**src/rtl/rr_decoder_scheduler_if.sv**
```systemverilog
// rtl/rr_decoder_scheduler_if.sv - request/grant bundle between requesters and the round-robin scheduler
interface rr_decoder_scheduler_if;
   logic [31:0] req;
   logic        done;
   logic [4:0]  sel;
   logic        grant_valid;
   logic [31:0] grant;
   logic        timeout;

   modport master (
      output req,
      output done,
      input  sel,
      input  grant_valid,
      input  grant,
      input  timeout
   );

   modport slave (
      input  req,
      input  done,
      output sel,
      output grant_valid,
      output grant,
      output timeout
   );
endinterface

```
**src/rtl/rr_decoder_scheduler.sv**
```systemverilog
// rtl/rr_decoder_scheduler.sv - round-robin owner of the 32-way decoded select with hold timeout
module rr_decoder_scheduler #(
   parameter int MAX_HOLD = 16,
   parameter int CNT_W    = 8
) (
   input logic                 clk,
   input logic                 rst_n,
   rr_decoder_scheduler_if.slave bus
);
   typedef enum logic {IDLE, BUSY} state_t;

   state_t            state;
   logic [4:0]        ptr;
   logic [4:0]        sel_q;
   logic              valid_q;
   logic              timeout_q;
   logic [CNT_W-1:0]  hold_cnt;

   logic [31:0]       rot;
   logic [4:0]        pick;
   logic              any_req;
   logic              owner_req;
   logic              at_limit;

   // rot[i] is the request at distance i from ptr; the lowest set bit wins
   always_comb begin
      rot  = '0;
      pick = ptr;
      for (int i = 0; i < 32; i++) begin
         rot[i] = bus.req[5'(ptr + 5'(i))];
      end
      for (int i = 31; i >= 0; i--) begin
         if (rot[i]) pick = 5'(ptr + 5'(i));
      end
      any_req = |bus.req;
   end

   assign owner_req = bus.req[sel_q];
   assign at_limit  = (MAX_HOLD != 0) && (hold_cnt == CNT_W'(MAX_HOLD - 1));

   always_ff @(posedge clk or negedge rst_n) begin
      if (!rst_n) begin
         state     <= IDLE;
         ptr       <= '0;
         sel_q     <= '0;
         valid_q   <= 1'b0;
         timeout_q <= 1'b0;
         hold_cnt  <= '0;
      end else begin
         timeout_q <= 1'b0;
         case (state)
            IDLE: begin
               if (any_req) begin
                  sel_q    <= pick;
                  valid_q  <= 1'b1;
                  hold_cnt <= '0;
                  state    <= BUSY;
               end
            end
            BUSY: begin
               if (bus.done || !owner_req || at_limit) begin
                  // done outranks the timeout, so a coincident done suppresses the pulse
                  timeout_q <= !bus.done && owner_req;
                  valid_q   <= 1'b0;
                  ptr       <= sel_q + 5'd1;
                  state     <= IDLE;
               end else if (hold_cnt != '1) begin
                  hold_cnt <= hold_cnt + 1'b1;
               end
            end
            default: state <= IDLE;
         endcase
      end
   end

   assign bus.sel         = sel_q;
   assign bus.grant_valid = valid_q;
   assign bus.timeout     = timeout_q;
   assign bus.grant       = valid_q ? (32'd1 << sel_q) : 32'd0;
endmodule

```
**src/flat_wrapper.sv**
```systemverilog
// flat-port wrapper written by rule: the top's interface ports become plain ports
module rr_decoder_scheduler_flat 
#(
   parameter int MAX_HOLD = 16,
   parameter int CNT_W    = 8
)
  (clk, rst_n, bus_req, bus_done, bus_sel, bus_grant_valid, bus_grant, bus_timeout);
  rr_decoder_scheduler_if bus_i ();
  input logic clk;
  input logic rst_n;
  input wire logic [$bits(bus_i.req)-1:0] bus_req;
  input wire logic [$bits(bus_i.done)-1:0] bus_done;
  output wire logic [$bits(bus_i.sel)-1:0] bus_sel;
  output wire logic [$bits(bus_i.grant_valid)-1:0] bus_grant_valid;
  output wire logic [$bits(bus_i.grant)-1:0] bus_grant;
  output wire logic [$bits(bus_i.timeout)-1:0] bus_timeout;
  assign bus_i.req = bus_req;
  assign bus_i.done = bus_done;
  assign bus_sel = bus_i.sel;
  assign bus_grant_valid = bus_i.grant_valid;
  assign bus_grant = bus_i.grant;
  assign bus_timeout = bus_i.timeout;
  rr_decoder_scheduler #(.MAX_HOLD(MAX_HOLD), .CNT_W(CNT_W)) u_core (.clk(clk), .rst_n(rst_n), .bus(bus_i));
endmodule
```
**config.mk**
```make
export PLATFORM = sky130hd
export DESIGN_NAME = rr_decoder_scheduler_flat
export DESIGN_NICKNAME = d
export VERILOG_FILES = /design/src/rtl/rr_decoder_scheduler_if.sv /design/src/rtl/rr_decoder_scheduler.sv /design/src/flat_wrapper.sv
export SDC_FILE = /design/constraint.sdc
export NUM_CORES = 1
export LEC_CHECK = 0
export CAP_MARGIN = 30
export CORE_ASPECT_RATIO = 0.8
export CORE_UTILIZATION = 36
export CTS_CLUSTER_DIAMETER = 40
export DETAILED_ROUTE_END_ITERATION = 7
export GPL_ROUTABILITY_DRIVEN = 0
export SLEW_MARGIN = 5
export SYNTH_ARGS = -nofsm -noshare
export SYNTH_HDL_FRONTEND = slang
export SYNTH_SLANG_ARGS = --single-unit
```
**constraint.sdc**
```tcl
create_clock -name clk -period 11.6 [get_ports clk]
set_clock_uncertainty 0.2 [all_clocks]
set_input_delay 2.32 -clock clk [delete_from_list [all_inputs] [get_ports clk]]
set_output_delay 2.32 -clock clk [all_outputs]
set_load 0.005 [all_outputs]
```
==> results of run 1 <==
==> registers in the layout, summed over array words and instances, names as in the netlist <==
signal                  cells
u_core.hold_cnt             8
u_core.bus.sel              5
u_core.ptr                  5
u_core.bus.grant_valid      1
u_core.bus.timeout          1
u_core.state                1
==> worst min-delay path: stages (launching register included) <==
cell	delay (ps)
dfrtp_1	360
nand2_1	60
o21ai_0	60
==> final cells by class <==
| class | count | share of cell area (%) |
|---|---|---|
| sequential | 21 | 6.23 |
| multi-input combinational | 767 | 76.8 |
| tap | 264 | 3.90 |
| timing repair buffer | 98 | 11.0 |
| clock buffer | 4 | 0.930 |
| inverter | 25 | 1.11 |
==> through the flow <==
step	utilization [%]	cells	hold WS, ps	instance area [µm²]	setup slack, ps
2_1_floorplan	-	871	273	7520	6000
3_3_place_gp	41.4	1169	299	8330	4790
3_5_place_dp	41.6	1172	305	8370	4830
4_1_cts	42.0	1176	318	8450	5080
5_1_grt	42.1	1179	338	8470	4760
6_report	42.1	1179	319	8470	5000
==> routing by layer <==
metal | global-route usage [%] | wire length, µm | up-vias
met5 | 0 | 0 | -
met4 | 5.61 | 634 | 0
met3 | 6.88 | 3670 | 43
met2 | 35.7 | 11800 | 488
met1 | 40.9 | 12800 | 3760
li1 | - | - | 3471
==> cell families (layout without fill, tap and decap cells) <==
| logic type | after synthesis | after routing | share of synthesized area (%) |
|---|---|---|---|
| AO/OA/AOI/OAI | 204 | 204 | 17.8 |
| adder cells (fa/ha/maj) | 20 | 20 | 3.33 |
| XOR/XNOR | 38 | 38 | 4.62 |
| flip-flops | 21 | 21 | 6.98 |
| buffers and inverters | 83 | 127 | 6.50 |
| AND/OR/NAND/NOR | 293 | 293 | 18.3 |
| multiplexers | 212 | 212 | 42.4 |
==> synthesized netlist by cell type, types with 6 or more instances <==
master and n:
nor2_1 88, nand2_1 85, mux2i_1 70, mux4_2 55
mux2_2 54, o21ai_0 52, a21oi_1 44, xnor2_1 31
clkbuf_1 26, nand3_1 24, inv_1 23, dfrtp_1 21
ha_1 20, mux4_1 16, nor3_1 15, mux2_1 14
o22ai_1 13, nor4_1 12, a211oi_1 11, and2_1 10
nand4_1 10, nor2b_1 10, nand2b_1 9, clkbuf_8 8
o31ai_1 8, buf_6 7, o211ai_1 7, a21boi_0 6
a22oi_1 6, and3_1 6, buf_1 6, o21a_1 6
==> path summary, 6_finish.rpt <==
path | to | cells past startpoint
max | u_core.bus.sel[2] | 11
min | u_core.hold_cnt[1] | 2
max reg2reg | u_core.bus.sel[3] | 15
min reg2reg | u_core.hold_cnt[1] | 2
max in group asynchronous | u_core.ptr[0] | 2
min in group asynchronous | u_core.bus.sel[0] | 1
==> flow_summary_export.csv, run 1 <==
group,metric,value,unit
run_status,status,"finished, final reports clean",
clocking,clock_sinks,21,
clocking,ctsResizeCount,0,
timing,hold_viol,0,
finish,regArea,528,µm²
global_routing,grt_max_degree,54,
critical_path,slowest_delay,790,ps
critical_path,cp_cell_sequence,"clkdlybuf4s50_1 -> mux2_1 -> mux2_2 -> mux4_2 -> mux2i_1 -> mux2i_1 -> or2_0 -> or4_1 -> a211oi_1 -> nor3_1 -> o31ai_2",
die,initial_core_util,37.3,%
timing,maxSlewViolCount,0,
logic_synthesis,synth_top_cell_area_share,16.5,%
finish,nets,971,
logic_synthesis,syn-num-nets,926,
global_routing,grt_overflow,0,
clocking,postCtsHoldBufs,0,
finish,n_antenna_cell,0,
drt,avgRoutedWirePerCell,24.6,µm
worst_hold_path,hp-class,"register to register",
critical_path,worst-path-buf-inv,1,
timing,fmax,151,MHz
logic_synthesis,ys_ff_latch,21,
clocking,numCtsBuffers,3,
timing,fin_crit_sh,56.9,%
logic_synthesis,yosys-top-cells-area,"mux4_2 16%, mux2i_1 9.3%, mux2_2 8.1%",
timing,finalSetupViolCount,0,
drt,viasPerCell,6.58,
logic_synthesis,syn_area,0.00752,mm²
die,die-area,0.0215,mm²
drt,drt_first_iter_violations,973,
critical_path,r2r_slack,5740,ps
die,core-area,0.0201,mm²
drt,dr.pass1.iters,6,
finish,most-common-layout-cells,"88 x nor2_1, 85 x nand2_1, 73 x clkdlybuf4s50_1",
clocking,cts_tree,"done",
clocking,ctsLongestPathBuffers,2,
critical_path,regToRegStartpoint,"u_core.ptr[0]",
finish,final_common_cell,"nor2_1",
flow_run,cap_violations,0,
global_routing,grt_pass1_vias,6976,
timing,rsz0062_at_grt,"no",
logic_synthesis,seq_area_frac_synth,6.98,%
logic_synthesis,synth_edf_count,0,
drt,drcViolationCount,0,
clocking,clk_pin_slew,60,ps
critical_path,cp_common_cell,"mux2i_1",
drt,drt_wl_total,29.0,mm
critical_path,crit_fanout,11,
logic_synthesis,synth_cell_type_count,82,
clocking,root_buffer,"clkbuf_16",
worst_hold_path,min_from,"u_core.hold_cnt[1]",
logic_synthesis,synth_top_area_cell,"mux4_2",
drt,antenna_left,0,
clocking,cts_setup_buffers,0,
critical_path,crit_type,"input port to register",
finish,nFillCells,2046,
placed_design,portBuffers,73,
logic_synthesis,postSynthAreaPerCell,8.64,µm²
global_routing,grt_pass1_wl,43.7,mm
clocking,htree_levels,1,
timing,worstMarginPinSlew,976,ps
placed_design,hpwlAfterDp,22.2,mm
timing,setup_tns,0,ps
clocking,clkLatencyLatePin,250,ps
logic_synthesis,ys_warn_count,0,
die,rows,46,
global_routing,grt.total_usage,26.4,%
critical_path,critPathLaunchType,"input port",
finish,areaGrowthSynthToFinish,12.6,%
finish,multi_input_area,0.00651,mm²
critical_path,cp.required,11560,ps
critical_path,crit_slowest_cell,"mux2i_1",
critical_path,cp.arrival,6560,ps
die,io_pins,74,
timing,slew_headroom,33.1,%
critical_path,worst_setup_path_end_kind,"register",
global_routing,antenna_found_initial,1,
logic_synthesis,syn_inst,871,
timing,layout_min_cycle_time,6600,ps
critical_path,critical-path-top-delay-family,"multiplexers",
logic_synthesis,synth_ff_type,"dfrtp_1",
die,die_w,164,µm
logic_synthesis,async_flop_share,100,%
drt,vias,7762,
finish,drive_gt1_share,17.4,%
die,fp.dieH,131,µm
critical_path,startpoint,"bus_req[28]",
Power of run 1 is left out: the tool's default activity adds up to more than one toggle a clock period on the data nets, which glitch-free logic cannot reach.
==> run 2: changes to the inputs <==
- clock period: 11.6 -> 6.8 ns (I/O delays scaled with it)
==> run 2 against run 1 <==
  * First-iteration DRC count is 4.9% higher
  * Hold slack worse by 15 ps
  * Die area stayed put
  * Flip-flop and latch count stayed put
  * Via count hardly changed
==> flow_summary_export.csv, run 2 (synthesis results as in run 1) <==
group,metric,value,unit
global_routing,grt_pass1_vias,6988,
clocking,clk_pin_slew,60,ps
timing,finalSetupViolCount,0,
drt,vias,7763,
drt,avgRoutedWirePerCell,24.4,µm
drt,viasPerCell,6.56,
finish,final_common_cell,"nor2_1",
finish,largest_register_ffs,8,
finish,multi_input_area,0.00651,mm²
finish,nFillCells,2005,
critical_path,crit_fanout,9,
clocking,postCtsHoldBufs,0,
timing,maxSlewViolCount,0,
timing,hold_viol,0,
finish,drive_gt1_share,17.8,%
clocking,cts_tree,"done",
die,die-area,0.0215,mm²
placed_design,hpwlAfterDp,22.7,mm
drt,drt_wl_total,28.9,mm
placed_design,portBuffers,73,
timing,fmax,185,MHz
finish,n_antenna_cell,0,
critical_path,cp.required,6770,ps
run_status,status,"finished, final reports clean",
die,die_w,164,µm
clocking,cts_setup_buffers,0,
timing,slew_headroom,27.0,%
critical_path,critPathLaunchType,"input port",
clocking,ctsResizeCount,0,
critical_path,crit_type,"input port to register",
global_routing,antenna_found_initial,0,
drt,drt_first_iter_violations,1021,
global_routing,grt_max_degree,54,
finish,areaGrowthSynthToFinish,13.2,%
clocking,htree_levels,1,
finish,top_register,"u_core.hold_cnt",
drt,antenna_left,0,
global_routing,grt_pass1_wl,43.5,mm
flow_run,cap_violations,0,
clocking,numCtsBuffers,3,
drt,dr.pass1.iters,5,
timing,worstMarginPinSlew,1090,ps
die,core-area,0.0201,mm²
global_routing,grt_overflow,0,
drt,drcViolationCount,0,
clocking,clkLatencyLatePin,260,ps
worst_hold_path,hp-class,"register to register",
clocking,clock_sinks,21,
timing,layout_min_cycle_time,5390,ps
global_routing,grt.total_usage,26.5,%
critical_path,worst_setup_path_end_kind,"register",
die,fp.dieH,131,µm
finish,regArea,528,µm²
critical_path,cp.arrival,5360,ps
die,rows,46,
finish,most-common-layout-cells,"88 x nor2_1, 85 x nand2_1, 73 x clkdlybuf4s50_1",
die,initial_core_util,37.3,%
timing,setup_tns,0,ps
timing,fin_crit_sh,79.3,%
die,io_pins,74,
finish,nets,976,
clocking,ctsLongestPathBuffers,2,
timing,rsz0062_at_grt,"no",
clocking,root_buffer,"clkbuf_16",
==> run 2: stage by stage <==
stage | instances | utilization [%] | setup WS (ps) | hold slack (ps) | area (µm²)
final | 1184 | 42.3 | 1410 | 304 | 8520
after global routing | 1184 | 42.3 | 1310 | 327 | 8520
after CTS | 1184 | 42.3 | 1530 | 300 | 8520
after detailed placement | 1180 | 41.9 | 1280 | 296 | 8440
after global placement | 1176 | 41.6 | 1250 | 298 | 8390
after floorplan | 871 | - | 1200 | 273 | 7520
==> run 2: area by class of cell <==
cell class                 instances  share of cell area [%]
clock buffer                       4                   0.926
inverter                          25                    1.10
multi-input combinational        767                    76.4
sequential                        21                    6.20
tap                              264                    3.88
timing repair buffer             103                    11.5
==> run 2: final timing paths <==
path	startpoint	to	slack, ps	cells after the start
max in group asynchronous	rst_n	u_core.ptr[1]	4800	2
hold / removal	u_core.hold_cnt[7]	u_core.bus.timeout	300	1
setup reg to reg	u_core.ptr[1]	u_core.bus.sel[2]	1650	13
min in group asynchronous	rst_n	u_core.hold_cnt[2]	1180	1
setup / recovery	bus_req[31]	u_core.bus.sel[2]	1410	11
hold reg to reg	u_core.hold_cnt[7]	u_core.bus.timeout	300	1
==> run 2: layer usage <==
metal  global-route usage (%)  share of wire (%)  vias to the layer above
met5                        0                  0                        -
met4                     7.30                3.2                        0
met3                     9.12                 13                       70
met2                     35.8                 40                      499
met1                     39.2                 44                     3710
li1                         -                  -                     3484
==> run 2: critical path, stage by stage <==
cell and delay, ps:
clkdlybuf4s50_1 550, mux2_1 390, mux2_2 350, mux4_1 600, mux2i_4 390, o221ai_2 170, or2_0 240, or4_1 550
a211oi_1 390, nor3_1 170, o31ai_2 200
Power of run 2 is left out for the same reason.
==> run 3: changes to the inputs <==
- clock period: 6.8 -> 4.7 ns (I/O delays scaled with it)
==> run 3 against run 2 <==
  * Flip-flop and latch count stayed put
  * Critical path depth increased by 1
  * Count of clock-buffer cells in the layout stayed put
  * First-iteration DRC count increased by 4.0%
  * Routed wire length up 4.1%
  * Via count is 5.9% higher
  * Global-route usage rose by 1.4 points
  * Core utilization rose by 4.8 points
  * Critical endpoint is now u_core.bus.sel[3]
  * Largest cell class unchanged
==> flow_summary_export.csv, run 3 (synthesis results as in run 1) <==
group,metric,value,unit
clocking,clk_pin_slew,60,ps
critical_path,cp.required,4680,ps
global_routing,grt.total_usage,27.9,%
timing,fin_crit_sh,99.4,%
global_routing,grt_pass1_vias,7755,
clocking,cts_tree,"done",
critical_path,crit_slowest_cell,"mux4_1",
drt,wl_met1,13.2,mm
global_routing,grt_pass1_wl,46.5,mm
clocking,cts_setup_buffers,0,
finish,drive_gt1_share,28.0,%
finish,regArea,528,µm²
timing,worstMarginPinSlew,863,ps
placed_design,placed_area,0.00939,mm²
drt,avgRoutedWirePerCell,23.0,µm
finish,multi_input_area,0.00651,mm²
die,io_pins,74,
critical_path,cp_cell_sequence,"clkdlybuf4s50_1 -> mux4_1 -> mux2_2 -> mux4_1 -> inv_1 -> o21ai_0 -> a2111oi_1 -> a211oi_1 -> a211oi_2 -> buf_4 -> o31a_1 -> nand3b_1",
finish,areaGrowthSynthToFinish,26.1,%
clocking,htree_levels,1,
timing,fin_ws,26.5,ps
drt,drt_wl_total,30.1,mm
placed_design,hpwlAfterDp,24.6,mm
critical_path,cp.arrival,4660,ps
die,fp.dieH,131,µm
finish,fin_area,0.00949,mm²
critical_path,critPathLaunchType,"input port",
drt,wl_met2,12.4,mm
clocking,ctsLongestPathBuffers,2,
drt,drcViolationCount,0,
run_status,status,"finished, final reports clean",
timing,finalSetupViolCount,0,
drt,dr.pass1.iters,6,
die,initial_core_util,37.3,%
drt,vias,8219,
critical_path,slowest_delay,600,ps
global_routing,grt_max_degree,56,
global_routing,antenna_found_initial,0,
placed_design,dp_slack,-212,ps
clocking,clkLatencyLatePin,250,ps
timing,hold_viol,0,
global_routing,grt_overflow,0,
finish,nFillCells,2001,
finish,final_common_cell,"buf_4",
critical_path,worst-path-buf-inv,3,
drt,top_layer,"met4",
critical_path,cp_common_cell,"mux4_1",
critical_path,crit_fanout,6,
timing,maxSlewViolCount,0,
worst_hold_path,hp-class,"register to register",
finish,largest_register_ffs,8,
finish,top_register,"u_core.hold_cnt",
drt,antenna_left,0,
critical_path,critical-path-top-delay-family,"multiplexers",
placed_design,portBuffers,73,
drt,dr_wl_met3,3.89,mm
critical_path,crit_type,"input port to register",
clocking,numCtsBuffers,3,
finish,n_antenna_cell,0,
timing,slew_headroom,42.1,%
timing,layout_min_cycle_time,4670,ps
clocking,root_buffer,"clkbuf_16",
die,core-area,0.0201,mm²
critical_path,worst_setup_path_end_kind,"register",
finish,most-common-layout-cells,"151 x buf_4, 88 x nor2_1, 85 x nand2_1",
die,die-area,0.0215,mm²
die,rows,46,
timing,fmax,214,MHz
drt,drt_first_iter_violations,1062,
flow_run,cap_violations,0,
clocking,clock_sinks,21,
die,die_w,164,µm
drt,viasPerCell,6.27,
finish,nets,1102,
[run 3: worst paths after layout]
path                                     from            endpoint  slack [ps]  cells past startpoint
max in group asynchronous               rst_n       u_core.ptr[0]        3030                      2
setup / recovery                   bus_req[8]   u_core.bus.sel[3]          30                     12
hold reg to reg            u_core.hold_cnt[1]  u_core.hold_cnt[1]         330                      2
min in group asynchronous               rst_n   u_core.bus.sel[2]         800                      1
hold / removal             u_core.hold_cnt[1]  u_core.hold_cnt[1]         330                      2
setup reg to reg                u_core.ptr[2]   u_core.bus.sel[3]         170                     14
[run 3: layout make-up]
| type | instances | area share (%) |
|---|---|---|
| clock buffer | 4 | 0.831 |
| tap | 264 | 3.48 |
| multi-input combinational | 767 | 68.6 |
| inverter | 25 | 1.00 |
| sequential | 21 | 5.57 |
| timing repair buffer | 229 | 20.5 |
[run 3: worst min-delay path, stage by stage (launching register included)]
cell	delay, ps
dfrtp_1	370
nand2_1	50
o21ai_0	70
[run 3: metal layers]
metal / track usage [%] / vias up
met1: 41.9 / 3938
li1: - / 3728
met3: 7.64 / 48
met4: 5.97 / 0
met2: 39.1 / 505
met5: 0 / -
[run 3: per-stage QoR]
stage | setup TNS, ps | hold WS (ps) | std cells | util [%]
after global placement | -263 | 295 | 1303 | 46.5
after CTS | 0 | 330 | 1308 | 47.0
after floorplan | -4.43 | 273 | 871 | -
after global routing | -10.5 | 342 | 1310 | 47.1
after detailed placement | -252 | 318 | 1304 | 46.6
final | 0 | 334 | 1310 | 47.1
[run 3: timing repair]
item / 4_1_cts / 5_1_grt
endpoints found under the setup margin: 0 / 1
resized for setup: 0 / 2
endpoints found under the hold margin: 0 / 0
hold buffers: 0 / 0
Power of run 3 is left out for the same reason.
